**src/rtl/tsc_pkg.sv**
```systemverilog
// Shared definitions for the tsc buffer-dump link receiver.
//   WORD_W_DEF : default timestamp width (must match the tsc timer width)
//   START_BIT  : line value that opens a word frame (sd idles low)
//   rx_state_e : receiver FSM state encoding
package tsc_pkg;

  localparam int   WORD_W_DEF = 32;
  localparam logic START_BIT  = 1'b1;

  typedef enum logic [2:0] {
    ST_IDLE  = 3'd0,
    ST_GRANT = 3'd1,
    ST_HUNT  = 3'd2,
    ST_SHIFT = 3'd3,
    ST_DONE  = 3'd4
  } rx_state_e;

endpackage

```
**src/rtl/tsc_rx_fifo.sv**
```systemverilog
// Synchronous receive FIFO for tsc_rx.
// Head word and valid flag are registered so the consumer never sees a word
// combinationally from the cycle it is written; rd_data holds while empty.
// Ports:
//   clk, reset      : system clock, async active-low reset
//   push, push_data : write request and word
//   pop             : read request (ignored while empty)
//   full, empty     : pointer-derived occupancy flags
//   rd_data         : registered head word
//   rd_valid        : registered not-empty flag
module tsc_rx_fifo #(
  parameter int WORD_W = 32,
  parameter int DEPTH  = 8
) (
  input  logic              clk,
  input  logic              reset,
  input  logic              push,
  input  logic [WORD_W-1:0] push_data,
  input  logic              pop,
  output logic              full,
  output logic              empty,
  output logic [WORD_W-1:0] rd_data,
  output logic              rd_valid
);

  localparam int AW = $clog2(DEPTH);

  logic [WORD_W-1:0] mem_q [DEPTH];
  logic [AW:0]       wr_ptr_q, wr_ptr_d;
  logic [AW:0]       rd_ptr_q, rd_ptr_d;
  logic [WORD_W-1:0] rd_data_q, rd_data_d;
  logic              valid_q, valid_d;
  logic              pop_ok, push_ok;

  // Extra pointer bit tells a full ring from an empty one.
  assign empty   = (wr_ptr_q == rd_ptr_q);
  assign full    = (wr_ptr_q[AW] != rd_ptr_q[AW]) &&
                   (wr_ptr_q[AW-1:0] == rd_ptr_q[AW-1:0]);
  assign pop_ok  = pop && !empty;
  // A pop frees the slot this cycle, so a push into a full FIFO still lands.
  assign push_ok = push && (!full || pop_ok);

  always_comb begin
    wr_ptr_d  = wr_ptr_q + (AW+1)'(push_ok);
    rd_ptr_d  = rd_ptr_q + (AW+1)'(pop_ok);
    valid_d   = (wr_ptr_d != rd_ptr_d);
    rd_data_d = rd_data_q;
    if (valid_d) begin
      // Next head is the slot being written right now: bypass the array.
      if (push_ok && (rd_ptr_d == wr_ptr_q)) rd_data_d = push_data;
      else                                   rd_data_d = mem_q[rd_ptr_d[AW-1:0]];
    end
  end

  always_ff @(posedge clk) begin
    if (push_ok) mem_q[wr_ptr_q[AW-1:0]] <= push_data;
  end

  always_ff @(posedge clk or negedge reset) begin
    if (!reset) begin
      wr_ptr_q  <= '0;
      rd_ptr_q  <= '0;
      rd_data_q <= '0;
      valid_q   <= 1'b0;
    end else begin
      wr_ptr_q  <= wr_ptr_d;
      rd_ptr_q  <= rd_ptr_d;
      rd_data_q <= rd_data_d;
      valid_q   <= valid_d;
    end
  end

  assign rd_data  = rd_data_q;
  assign rd_valid = valid_q;

endmodule

```
**src/rtl/tsc_rx.sv**
```systemverilog
// Receiving end of the tsc buffer-dump link.
// Grants requestToSend, deserialises start-bit framed words (MSB first) from
// sd and queues them for the host readout.
//
//   state | meaning
//   IDLE  | link quiet, waiting for requestToSend
//   GRANT | clearToSend raised, sender not yet framing
//   HUNT  | waiting for a start bit or end of dump
//   SHIFT | collecting data bits of one word
//   DONE  | one-cycle end-of-dump (dumpDone high, grant dropped)
//
// Ports:
//   clk, reset                : system clock, async active-low reset
//   requestToSend, sd,
//   completeData              : sender side of the link
//   clearToSend               : registered grant back to the sender
//   wordOut, wordValid,
//   wordReady                 : FIFO head to the consumer, pop on valid&ready
//   wordCount                 : words accepted this/last dump, saturating
//   dumpDone                  : one-cycle end-of-dump pulse
//   overflow, frameError      : sticky per-dump error flags
module tsc_rx
  import tsc_pkg::*;
#(
  parameter int WORD_W = WORD_W_DEF,
  parameter int DEPTH  = 8,
  parameter int CNT_W  = 16
) (
  input  logic              clk,
  input  logic              reset,
  input  logic              requestToSend,
  input  logic              sd,
  input  logic              completeData,
  output logic              clearToSend,
  output logic [WORD_W-1:0] wordOut,
  output logic              wordValid,
  input  logic              wordReady,
  output logic [CNT_W-1:0]  wordCount,
  output logic              dumpDone,
  output logic              overflow,
  output logic              frameError
);

  localparam int               BIT_W    = $clog2(WORD_W);
  localparam logic [BIT_W-1:0] LAST_BIT = BIT_W'(WORD_W - 1);

  rx_state_e         state_q, state_d;
  // MSB of the word is never needed in the register: it leaves on the push.
  logic [WORD_W-2:0] shift_q, shift_d;
  logic [BIT_W-1:0]  bit_cnt_q, bit_cnt_d;
  logic [CNT_W-1:0]  word_count_q, word_count_d;
  logic              overflow_q, overflow_d;
  logic              frame_error_q, frame_error_d;
  logic              cts_q, cts_d;
  logic              dump_done_q, dump_done_d;

  logic [WORD_W-1:0] rx_word;
  logic              push, push_ok;
  logic              fifo_full, fifo_empty;

  assign rx_word = {shift_q, sd};
  assign push_ok = push && (!fifo_full || (wordReady && !fifo_empty));

  always_comb begin
    state_d       = state_q;
    shift_d       = shift_q;
    bit_cnt_d     = bit_cnt_q;
    word_count_d  = word_count_q;
    overflow_d    = overflow_q;
    frame_error_d = frame_error_q;
    push          = 1'b0;

    case (state_q)
      ST_IDLE: begin
        if (requestToSend) begin
          state_d       = ST_GRANT;
          word_count_d  = '0;
          overflow_d    = 1'b0;
          frame_error_d = 1'b0;
        end
      end
      ST_GRANT: state_d = ST_HUNT;
      ST_HUNT: begin
        // End-of-dump outranks a coincident start bit.
        if (completeData) begin
          state_d = ST_DONE;
        end else if (!requestToSend) begin
          state_d       = ST_DONE;
          frame_error_d = 1'b1;
        end else if (sd == START_BIT) begin
          state_d   = ST_SHIFT;
          bit_cnt_d = '0;
        end
      end
      ST_SHIFT: begin
        // Truncation discards the word even on its last bit.
        if (completeData || !requestToSend) begin
          state_d       = ST_DONE;
          frame_error_d = 1'b1;
        end else begin
          shift_d   = rx_word[WORD_W-2:0];
          bit_cnt_d = bit_cnt_q + 1'b1;
          if (bit_cnt_q == LAST_BIT) begin
            push    = 1'b1;
            state_d = ST_HUNT;
          end
        end
      end
      ST_DONE: state_d = ST_IDLE;
      default: state_d = ST_IDLE;
    endcase

    if (push_ok && (word_count_q != '1)) word_count_d = word_count_q + 1'b1;
    if (push && !push_ok)                overflow_d   = 1'b1;

    cts_d       = (state_d == ST_GRANT) || (state_d == ST_HUNT) || (state_d == ST_SHIFT);
    dump_done_d = (state_d == ST_DONE);
  end

  always_ff @(posedge clk or negedge reset) begin
    if (!reset) begin
      state_q       <= ST_IDLE;
      shift_q       <= '0;
      bit_cnt_q     <= '0;
      word_count_q  <= '0;
      overflow_q    <= 1'b0;
      frame_error_q <= 1'b0;
      cts_q         <= 1'b0;
      dump_done_q   <= 1'b0;
    end else begin
      state_q       <= state_d;
      shift_q       <= shift_d;
      bit_cnt_q     <= bit_cnt_d;
      word_count_q  <= word_count_d;
      overflow_q    <= overflow_d;
      frame_error_q <= frame_error_d;
      cts_q         <= cts_d;
      dump_done_q   <= dump_done_d;
    end
  end

  tsc_rx_fifo #(
    .WORD_W (WORD_W),
    .DEPTH  (DEPTH)
  ) u_fifo (
    .clk       (clk),
    .reset     (reset),
    .push      (push),
    .push_data (rx_word),
    .pop       (wordReady),
    .full      (fifo_full),
    .empty     (fifo_empty),
    .rd_data   (wordOut),
    .rd_valid  (wordValid)
  );

  assign clearToSend = cts_q;
  assign wordCount   = word_count_q;
  assign dumpDone    = dump_done_q;
  assign overflow    = overflow_q;
  assign frameError  = frame_error_q;

endmodule

```
**config.mk**
```make
export PLATFORM = sky130hd
export DESIGN_NAME = tsc_rx
export DESIGN_NICKNAME = d
export VERILOG_FILES = /design/src/rtl/tsc_pkg.sv /design/src/rtl/tsc_rx_fifo.sv /design/src/rtl/tsc_rx.sv
export SDC_FILE = /design/constraint.sdc
export NUM_CORES = 1
export LEC_CHECK = 0
export ABC_AREA = 1
export BUFFER_PORTS_ARGS = -buffer_cell sky130_fd_sc_hd__buf_2
export CORE_ASPECT_RATIO = 0.7
export CORE_UTILIZATION = 50
export DETAILED_ROUTE_END_ITERATION = 10
export HOLD_SLACK_MARGIN = 0.03
export PLACE_DENSITY_LB_ADDON = 0.12
export SLEW_MARGIN = 20
export SYNTH_ARGS = -nofsm -noshare
export SYNTH_HDL_FRONTEND = slang
export SYNTH_SLANG_ARGS = --single-unit
export TNS_END_PERCENT = 5
```
**constraint.sdc**
```tcl
create_clock -name clk -period 4.45 [get_ports clk]
set_input_delay 0.445 -clock clk [delete_from_list [all_inputs] [get_ports clk]]
set_output_delay 0.445 -clock clk [all_outputs]
set_load 0.03 [all_outputs]
```
==> qor.csv <==
metric,value,unit
synth-edff-count,256,
nets,1541,
clock_latency,0.53,ns
met1_length,17600,um
power.density,678,mW/mm2
timing.critical_path.from,u_fifo.wr_ptr_q[2]$_DFF_PN0_,
hold_class,in2reg,
die_w,209,um
via_per_inst,5.31,
n_antenna_cell,0,
synthesis.nets,1498,
regArea,0.0102,mm2
grt_max_degree,129,
report.final.slew_viol_count,0,
drcViolationCount,0,
die_area,0.0308,mm2
ys_warn_count,0,
cts_tree,built,
finalInstanceArea,0.0169,mm2
place_hpwl,18300,um
routed.top_layer,met4,
fmax,294,MHz
n_fill_cell,2533,
grtUsageTotal,0.241,
status,"complete, no violations",
required,4.91,ns
power.total,11.5,mW
arrival,3.87,ns
routed_wl,36100,um
num_rows,52,
die_y,147,um
grt_pass1_wl,56400,um
ctsHtreeMaxLevel,2,
critPathCaptureType,flop,
antenna_found_initial,0,
cts_buffer_depth,3,
rr_startpoint,u_fifo.wr_ptr_q[2]$_DFF_PN0_,
grt_overflow_total,0,
wl_met2,16100,um
cp-start-kind,flop,
coreArea,0.0293,mm2
timing.final.crit_share,0.765,
gp_congestion,0.808,
setup_viol,0,
grt_pass1_vias,9552,
detail_route.wl_per_cell,18.7,um
finalCriticalPeriod,3.40,ns
critical_path.max_fanout,33,
ios,59,
synth-seq-area-share,0.677,
first_iter_violations,872,
endpoint,u_fifo.rd_data[28]$_DFFE_PN0P_,
ys_seq_elements,356,
synthFlopType,edfxtp_1,
synth_area,0.0151,mm2
max_slew_margin,0.424,
initial_core_util,0.514,
syn_area_per_cell,10.1,um2
place_area,0.0157,mm2
ir_drop,0.522,mV
worst_pin_slew,0.864,ns
vias,10300,
fin_setup_tns,0,ns
r2r_cells,15,
netlist_instances,1485,
rsz0062_at_grt,no,
ys_types,39,
drive_gt1_frac,0.108,
ant_nets,0,
path_class,reg2reg,
p_leak,7.21,nW
clock_skew,0.0136,ns
async_reset_ff_frac,0.281,
clock-sinks,356,
clkSlewWorstSetupHoldPaths,0.06,ns
reg2reg_slack,1.05,ns
area_growth,12.5,%
final-hold-violation-count,0,
wl_met3,1870,um
firstDrtPassIters,5,
cts_buffers,36,
io_buffer_count,58,
multi_input_area,0.00445,mm2
cts_resized,0,
clk_root_buffer_cell,clkbuf_16,
r2r-end,u_fifo.rd_data[28]$_DFFE_PN0P_,
maxCapViolCount,0,
layer usage:
metal | vias to the layer above | GRT usage
li1 | 5011 | -
met1 | 4953 | 0.368
met2 | 274 | 0.366
met3 | 41 | 0.0304
met4 | 0 | 0.0607
met5 | - | 0
through the flow:
| stage | hold WS (ns) | utilization | setup WS (ns) | cells |
|---|---|---|---|---|
| global placement | 0.361 | 0.538 | 1.16 | 1867 |
| detailed placement | 0.367 | 0.538 | 1.06 | 1867 |
| floorplan | 0.149 | - | 0.517 | 1485 |
| finish | 0.211 | 0.579 | 1.05 | 1934 |
| CTS | 0.188 | 0.579 | 1.02 | 1934 |
| global route | 0.221 | 0.579 | 0.722 | 1934 |
critical path, stage by stage, from the launching register on:
cell     delay [ns]
dfrtp_1        0.45
inv_2          0.14
nand2_1        0.08
nand2_1        0.10
inv_1          0.06
a31oi_1        0.27
ha_4           0.18
ha_2           0.24
xnor2_4        0.13
buf_4          0.48
xnor2_1        0.14
nor2_1         0.10
nand2_1        0.08
inv_2          0.63
nand2_1        0.14
nand2_1        0.10
state kept, by name (all words and copies together), names as in the netlist, 3 cells and up:
name             flops
bit_cnt_q            5
shift_q             31
state_q              3
u_fifo.mem_q       256
u_fifo.rd_data      32
u_fifo.rd_ptr_q      4
u_fifo.wr_ptr_q      4
wordCount           16
worst min path at each step:
stage                  from                        to  slack, ns  cells past startpoint
6_report       completeData        dumpDone$_DFF_PN0_       0.21                      3
5_1_grt        completeData        dumpDone$_DFF_PN0_       0.22                      3
4_1_cts        completeData        dumpDone$_DFF_PN0_       0.19                      3
3_5_place_dp          reset  wordCount[9]$_DFFE_PN0P_       0.37                      1
3_3_place_gp          reset  wordCount[8]$_DFFE_PN0P_       0.36                      1
2_1_floorplan         reset  bit_cnt_q[0]$_DFFE_PN0P_       0.15                      0
synthesized netlist by cell type, types with 3 or more instances:
cell type | instances | area, um2
o21ai_1 | 65 | 325
nor3_1 | 8 | 40.0
a21oi_1 | 3 | 15.0
inv_2 | 6 | 22.5
clkbuf_1 | 25 | 93.8
buf_1 | 15 | 56.3
buf_2 | 26 | 130
o21ai_0 | 118 | 591
xor2_1 | 12 | 105
ha_1 | 7 | 87.6
xnor2_1 | 6 | 52.6
edfxtp_1 | 256 | 7690
nand2_1 | 559 | 2100
dfrtp_1 | 100 | 2500
nor2_1 | 186 | 698
nand3_1 | 30 | 150
buf_4 | 6 | 45.0
inv_1 | 28 | 105
buf_6 | 3 | 33.8
power breakdown:
group / switching [mW] / total [mW] / internal (mW)
sequential: 0.193 / 4.01 / 3.81
combinational: 3.12 / 4.44 / 1.32
clock: 1.28 / 3.04 / 1.76
cells in the final DEF (no fill, tap or decap), drive strengths merged, types with 3 or more instances in the layout:
cell type  synthesis  routed
xnor2              7       7
edfxtp           256     256
clkinv             1      14
clkbuf            25      49
nand3             32      32
nor2             190     190
inv               36      37
buf               50      79
nor3               8       8
dfrtp            100     100
nand2            561     561
xor2              12      12
ha                 7       7
a21oi              3       3
o21ai            183     183
layout make-up:
| class | instances | share of cell area |
|---|---|---|
| clock buffer | 49 | 0.0608 |
| clock inverter | 17 | 0.00945 |
| inverter | 37 | 0.00856 |
| multi-input combinational | 1017 | 0.263 |
| sequential | 356 | 0.601 |
| tap | 378 | 0.0279 |
| timing repair buffer | 80 | 0.0294 |
timing repair:
item                      in CTS  in global routing
hold buffers                   1                  0
buffers inserted               0                  0
hold endpoints to repair      20                  0
kinds of logic after synthesis:
logic type	after synthesis	share of synthesized area
adder cells (fa/ha/maj)	7	0.00582
AO/OA/AOI/OAI	193	0.0656
flip-flops	356	0.677
buffers and inverters	112	0.0334
AND/OR/NAND/NOR	798	0.207
XOR/XNOR	19	0.0115
(Power assumes the default switching activity.)
